### src/rtl/operand_compute_store.sv
// Sequential compute-and-store engine: walks an index over two operand arrays,
// registers each wrapped sum and commits it into an internal result memory.
module operand_compute_store #(
  parameter  int MEM_DEPTH = 8,
  parameter  int MEM_WIDTH = 32,
  localparam int AW        = $clog2(MEM_DEPTH)
) (
  input  logic                 clk_i,
  input  logic                 rst_ni,
  input  logic [MEM_WIDTH-1:0] operand1_i,
  input  logic [MEM_WIDTH-1:0] operand2_i,
  output logic [AW-1:0]        operand1_addr_o,
  output logic [AW-1:0]        operand2_addr_o,
  output logic [MEM_WIDTH-1:0] result_o,
  output logic [AW-1:0]        result_addr_o,
  output logic                 result_valid_o,
  output logic                 done_o,
  input  logic [AW-1:0]        rd_addr_i,
  output logic [MEM_WIDTH-1:0] rd_data_o
);

  typedef enum logic [1:0] {S_RUN, S_DRAIN, S_DONE} state_t;

  localparam logic [AW-1:0] LAST_IDX = AW'(MEM_DEPTH - 1);

  state_t               state, state_nxt;
  logic [AW-1:0]        idx_p0, idx_nxt;
  logic [MEM_WIDTH-1:0] result_p1, result_nxt;
  logic [AW-1:0]        addr_p1, addr_nxt;
  logic                 vld_p1, vld_nxt;
  logic                 done_q;
  logic [MEM_WIDTH-1:0] mem [MEM_DEPTH];

  // Unsigned add, carry out of the top bit is dropped.
  function automatic logic [MEM_WIDTH-1:0] add_wrap(input logic [MEM_WIDTH-1:0] a,
                                                    input logic [MEM_WIDTH-1:0] b);
    return a + b;
  endfunction

  always_ff @(posedge clk_i or negedge rst_ni) begin
    if (!rst_ni) state <= S_RUN;
    else         state <= state_nxt;
  end

  always_comb begin
    state_nxt = state;
    case (state)
      S_RUN:   if (idx_p0 == LAST_IDX) state_nxt = S_DRAIN;
      S_DRAIN: state_nxt = S_DONE;
      S_DONE:  state_nxt = S_DONE;
      default: state_nxt = S_RUN;
    endcase
  end

  always_comb begin
    idx_nxt    = idx_p0;
    result_nxt = result_p1;
    addr_nxt   = addr_p1;
    vld_nxt    = 1'b0;
    if (state == S_RUN) begin
      result_nxt = add_wrap(operand1_i, operand2_i);
      addr_nxt   = idx_p0;
      vld_nxt    = 1'b1;
      if (idx_p0 != LAST_IDX) idx_nxt = idx_p0 + 1'b1;
    end
  end

  // p0 -> p1: index issue to registered sum / write address
  always_ff @(posedge clk_i or negedge rst_ni) begin
    if (!rst_ni) begin
      idx_p0    <= '0;
      result_p1 <= '0;
      addr_p1   <= '0;
      vld_p1    <= 1'b0;
      done_q    <= 1'b0;
    end else begin
      idx_p0    <= idx_nxt;
      result_p1 <= result_nxt;
      addr_p1   <= addr_nxt;
      vld_p1    <= vld_nxt;
      done_q    <= (state == S_DONE);
    end
  end

  // p1 -> memory: commit of the registered sum
  always_ff @(posedge clk_i or negedge rst_ni) begin
    if (!rst_ni) begin
      for (int i = 0; i < MEM_DEPTH; i++) mem[i] <= '0;
    end else if (vld_p1) begin
      mem[addr_p1] <= result_p1;
    end
  end

  assign operand1_addr_o = idx_p0;
  assign operand2_addr_o = idx_p0;
  assign result_o        = result_p1;
  assign result_addr_o   = addr_p1;
  assign result_valid_o  = vld_p1;
  assign done_o          = done_q;
  assign rd_data_o       = mem[rd_addr_i];

endmodule

### config.mk
export PLATFORM = sky130hd
export DESIGN_NAME = operand_compute_store
export DESIGN_NICKNAME = d
export VERILOG_FILES = /design/src/rtl/operand_compute_store.sv
export SDC_FILE = /design/constraint.sdc
export NUM_CORES = 1
export LEC_CHECK = 0
export CAP_MARGIN = 40
export CELL_PAD_IN_SITES_DETAIL_PLACEMENT = 0
export CELL_PAD_IN_SITES_GLOBAL_PLACEMENT = 1
export CORE_UTILIZATION = 43
export CTS_CLUSTER_DIAMETER = 50
export DETAILED_ROUTE_END_ITERATION = 16
export PLACE_DENSITY_LB_ADDON = 0.1
export SYNTH_ARGS = -nofsm -noshare
export SYNTH_HDL_FRONTEND = slang
export SYNTH_SLANG_ARGS = --single-unit
### constraint.sdc
create_clock -name clk_i -period 3 [get_ports clk_i]
set_input_delay 0.6 -clock clk_i [delete_from_list [all_inputs] [get_ports clk_i]]
set_output_delay 0.6 -clock clk_i [all_outputs]
set_load 0.05 [all_outputs]
==> metrics.md <==
| Metric | Value |
|---|---|
| Status | finished clean |
| CP max stage cell | clkdlybuf4s50_1 |
| Crit path launch type | input port |
| Die Width | 187 um |
| Global route overflow | 0 |
| Die area | 0.0350 mm^2 |
| Slew @ Worst Pin | 0.681 ns |
| Final Wtd Congestion | 0.782 |
| CTS Buffer Depth | 3 |
| IO Count | 144 |
| Fillers | 2779 |
| Distinct cells, synth | 60 |
| CTS clk-pin slew, worst paths | 0.06 ns |
| Commonest non-fill, non-tap cell in the layout | mux2_2 |
| Layout cells sized above 1 | 0.464 |
| Post-Synthesis Net Count | 1128 |
| Setup slack, reg-to-reg | 1.05 ns |
| Synth area leader | dfrtp_1 |
| Worst flop-to-flop path startpoint | result_addr_o[1] |
| Setup crit start | operand1_i[0] |
| Largest net degree at the start of global routing | 79 |
| Post-layout power | 13.7 mW |
| Wire length per cell | 21.3 um |
| Placement-stage cell area | 0.0172 mm^2 |
| CORE AREA | 0.0336 mm^2 |
| Sum of routed wire length over all layers | 36.5 mm |
| Via Count | 9375 |
| Cell Rows | 67 |
| Initial antenna violation count | 0 |
| Async SR Flop Fraction | 1.00 |
| Ratio of total power to cell area | 737 mW/mm^2 |
| Worst-skew pair later-pin latency | 0.52 ns |
| Setup bufs post-CTS | 0 |
| Wire length of the first global-routing pass | 58.4 mm |
| Yosys top cell area share | 0.507 |
| Synth Flop Type | dfrtp_1 |
| Residual DRC count | 0 |
| R2r endpoint | mem[223] |
| Max Fclk | 352 MHz |
| Fin crit share | 0.948 |
| Multi-input gate area | 0.00694 mm^2 |
| Final min period | 2.84 ns |
| Clock skew | 0.0182 ns |
| Pre-Repair DR Iteration Count | 4 |
| Syn Area/Cell | 14.4 um^2 |
| Hold Crit Class | input port to async pin |
| TritonCTS clock tree | done |
| Register area share after synthesis | 0.507 |
| Synth Register Bits | 298 |
| Crit path capture type | flip-flop |
| Chip height | 187 um |
| Nets | 1346 |
| Req. time, crit path | 3.39 ns |
| Critical Path Max Stage Delay | 0.40 ns |
| Kind of critical path | input port to flip-flop |
| Commonest non-fill, non-tap cells in the layout | mux2_2 (310), dfrtp_1 (298), buf_4 (119) |
| Final instance area | 0.0186 mm^2 |
| Setup violations, final | 0 |
| Max Slew Vio Count | 0 |
| RSZ-0062 raised after global routing | no |
| N_diodes | 0 |
| Post-detail-place hpwl | 23.6 mm |
| Vias per inst | 5.46 |
| LEAKAGE | 7.72 nW |
| Gate Count Post-Synth | 1023 |
| Top area cells in the synthesized netlist | dfrtp_1 (51%), mux2_2 (24%), mux4_2 (9.8%) |
| DRT antenna net count | 0 |
| Slew headroom | 0.546 |
| Syn Std Cell Area | 0.0147 mm^2 |
| H-tree depth | 2 |
| Port Buf Inserts | 143 |
| Vias in the first global route | 9964 |
| CTS Buf Count | 38 |
| Worst path cell trace | clkdlybuf4s50_1, ha_1, fa_1, a21o_1, a221oi_2, and4_1, or2_1, o311a_1, xnor2_1, mux2_2 |
| Total track usage | 0.216 |
| CP Max Fanout | 4 |
| Number of flops mapped to enable cells by yosys | 0 |
| DRT iter0 DRCs | 378 |
| Register cell area after layout | 0.00746 mm^2 |
| CTS root buf | clkbuf_16 |
| Hold_buf cts | 0 |
| Max-cap violation count | 0 |
| R2R depth | 4 |
| Min Hold Slack | 0.0492 ns |
| Starting density of the core | 0.438 |
| Clock sinks | 298 |
| Area Overhead vs Synth | 26.4% |
| VDD IR max | 0.433 mV |
| YS warnings | 0 |
| Final Hold Viols | 0 |
| Cts repair resizes | 0 |
| CP Data Arrival Time | 3.23 ns |
registers in the layout, summed over array words and instances (netlist names):
| register | cells |
|---|---|
| operand1_addr_o | 3 |
| done_o | 1 |
| state | 2 |
| mem | 256 |
| result_o | 32 |
| result_addr_o | 3 |
| result_valid_o | 1 |
metal layers:
metal / GRT usage / up-vias / part of all wire
met5: 0 / - / 0
met4: 0.0523 / 0 / 0.021
met3: 0.0296 / 50 / 0.039
met2: 0.349 / 204 / 0.47
met1: 0.309 / 4834 / 0.47
li1: - / 4287 / -
Yosys cell counts (4+ instances only):
master and n:
clkbuf_1 46, xnor2_1 21, nand2_1 33, dfrtp_1 298
o31ai_1 4, nand4_1 12, xor2_1 6, a21oi_1 37
nor3_1 9, ha_1 35, buf_4 4, nand2b_1 4
mux2_2 310, inv_1 12, nand3_1 4, o21ai_0 16
a21o_1 14, nand4b_1 4, nor2_1 21, buf_6 4
nor3b_1 6, mux4_2 64
critical path: cells and delay by family:
family,cells,cell delay [ns]
and+or+nand+nor,2,0.51
xor gates and xnor gates,1,0.08
buffers and inverters,1,0.40
AOI/OAI and AO/OA,3,0.74
muxes,1,0.26
adders and majority gates,2,0.64
layout make-up:
cell class,instances,area share
inverters,12,0.00242
multi-input cells,651,0.373
clock buffers,50,0.0590
clock inverters,18,0.0159
well taps,448,0.0301
flip-flops and latches,298,0.401
repair buffers,240,0.119
report_power, final:
part	leakage (nW)	switching (mW)	internal, mW
Sequential	3.45	0.591	4.83
Clock	0.680	1.75	3.19
Combinational	3.59	1.67	1.68
Total	7.72	4.01	9.71
worst max-delay path by stage:
stage                     depth (start not counted)  slack, ns       endpoint
after floorplan                                   4       0.18  rd_data_o[13]
after global placement                           10      -0.33   result_o[20]
after detailed placement                         10      -0.38   result_o[20]
after CTS                                        10       0.16   result_o[20]
after global routing                             10       0.04   result_o[20]
final                                            10       0.16   result_o[20]
kinds of logic after synthesis:
logic type / synth area share
compound gates: 0.0502
xor+xnor: 0.0161
fa+ha+maj: 0.0311
buf+inv: 0.0235
flops: 0.507
mux: 0.336
simple gates: 0.0364
through the flow:
stage	TNS, ns	instances	setup WS (ns)	utilization
detailed placement	-3.68	1649	-0.380	0.512
floorplan	0	1023	0.179	-
global route	0	1717	0.0350	0.553
CTS	0	1717	0.156	0.553
finish	0	1717	0.156	0.553
global placement	-3.14	1649	-0.328	0.512
Power figures use the tool's default switching activity.
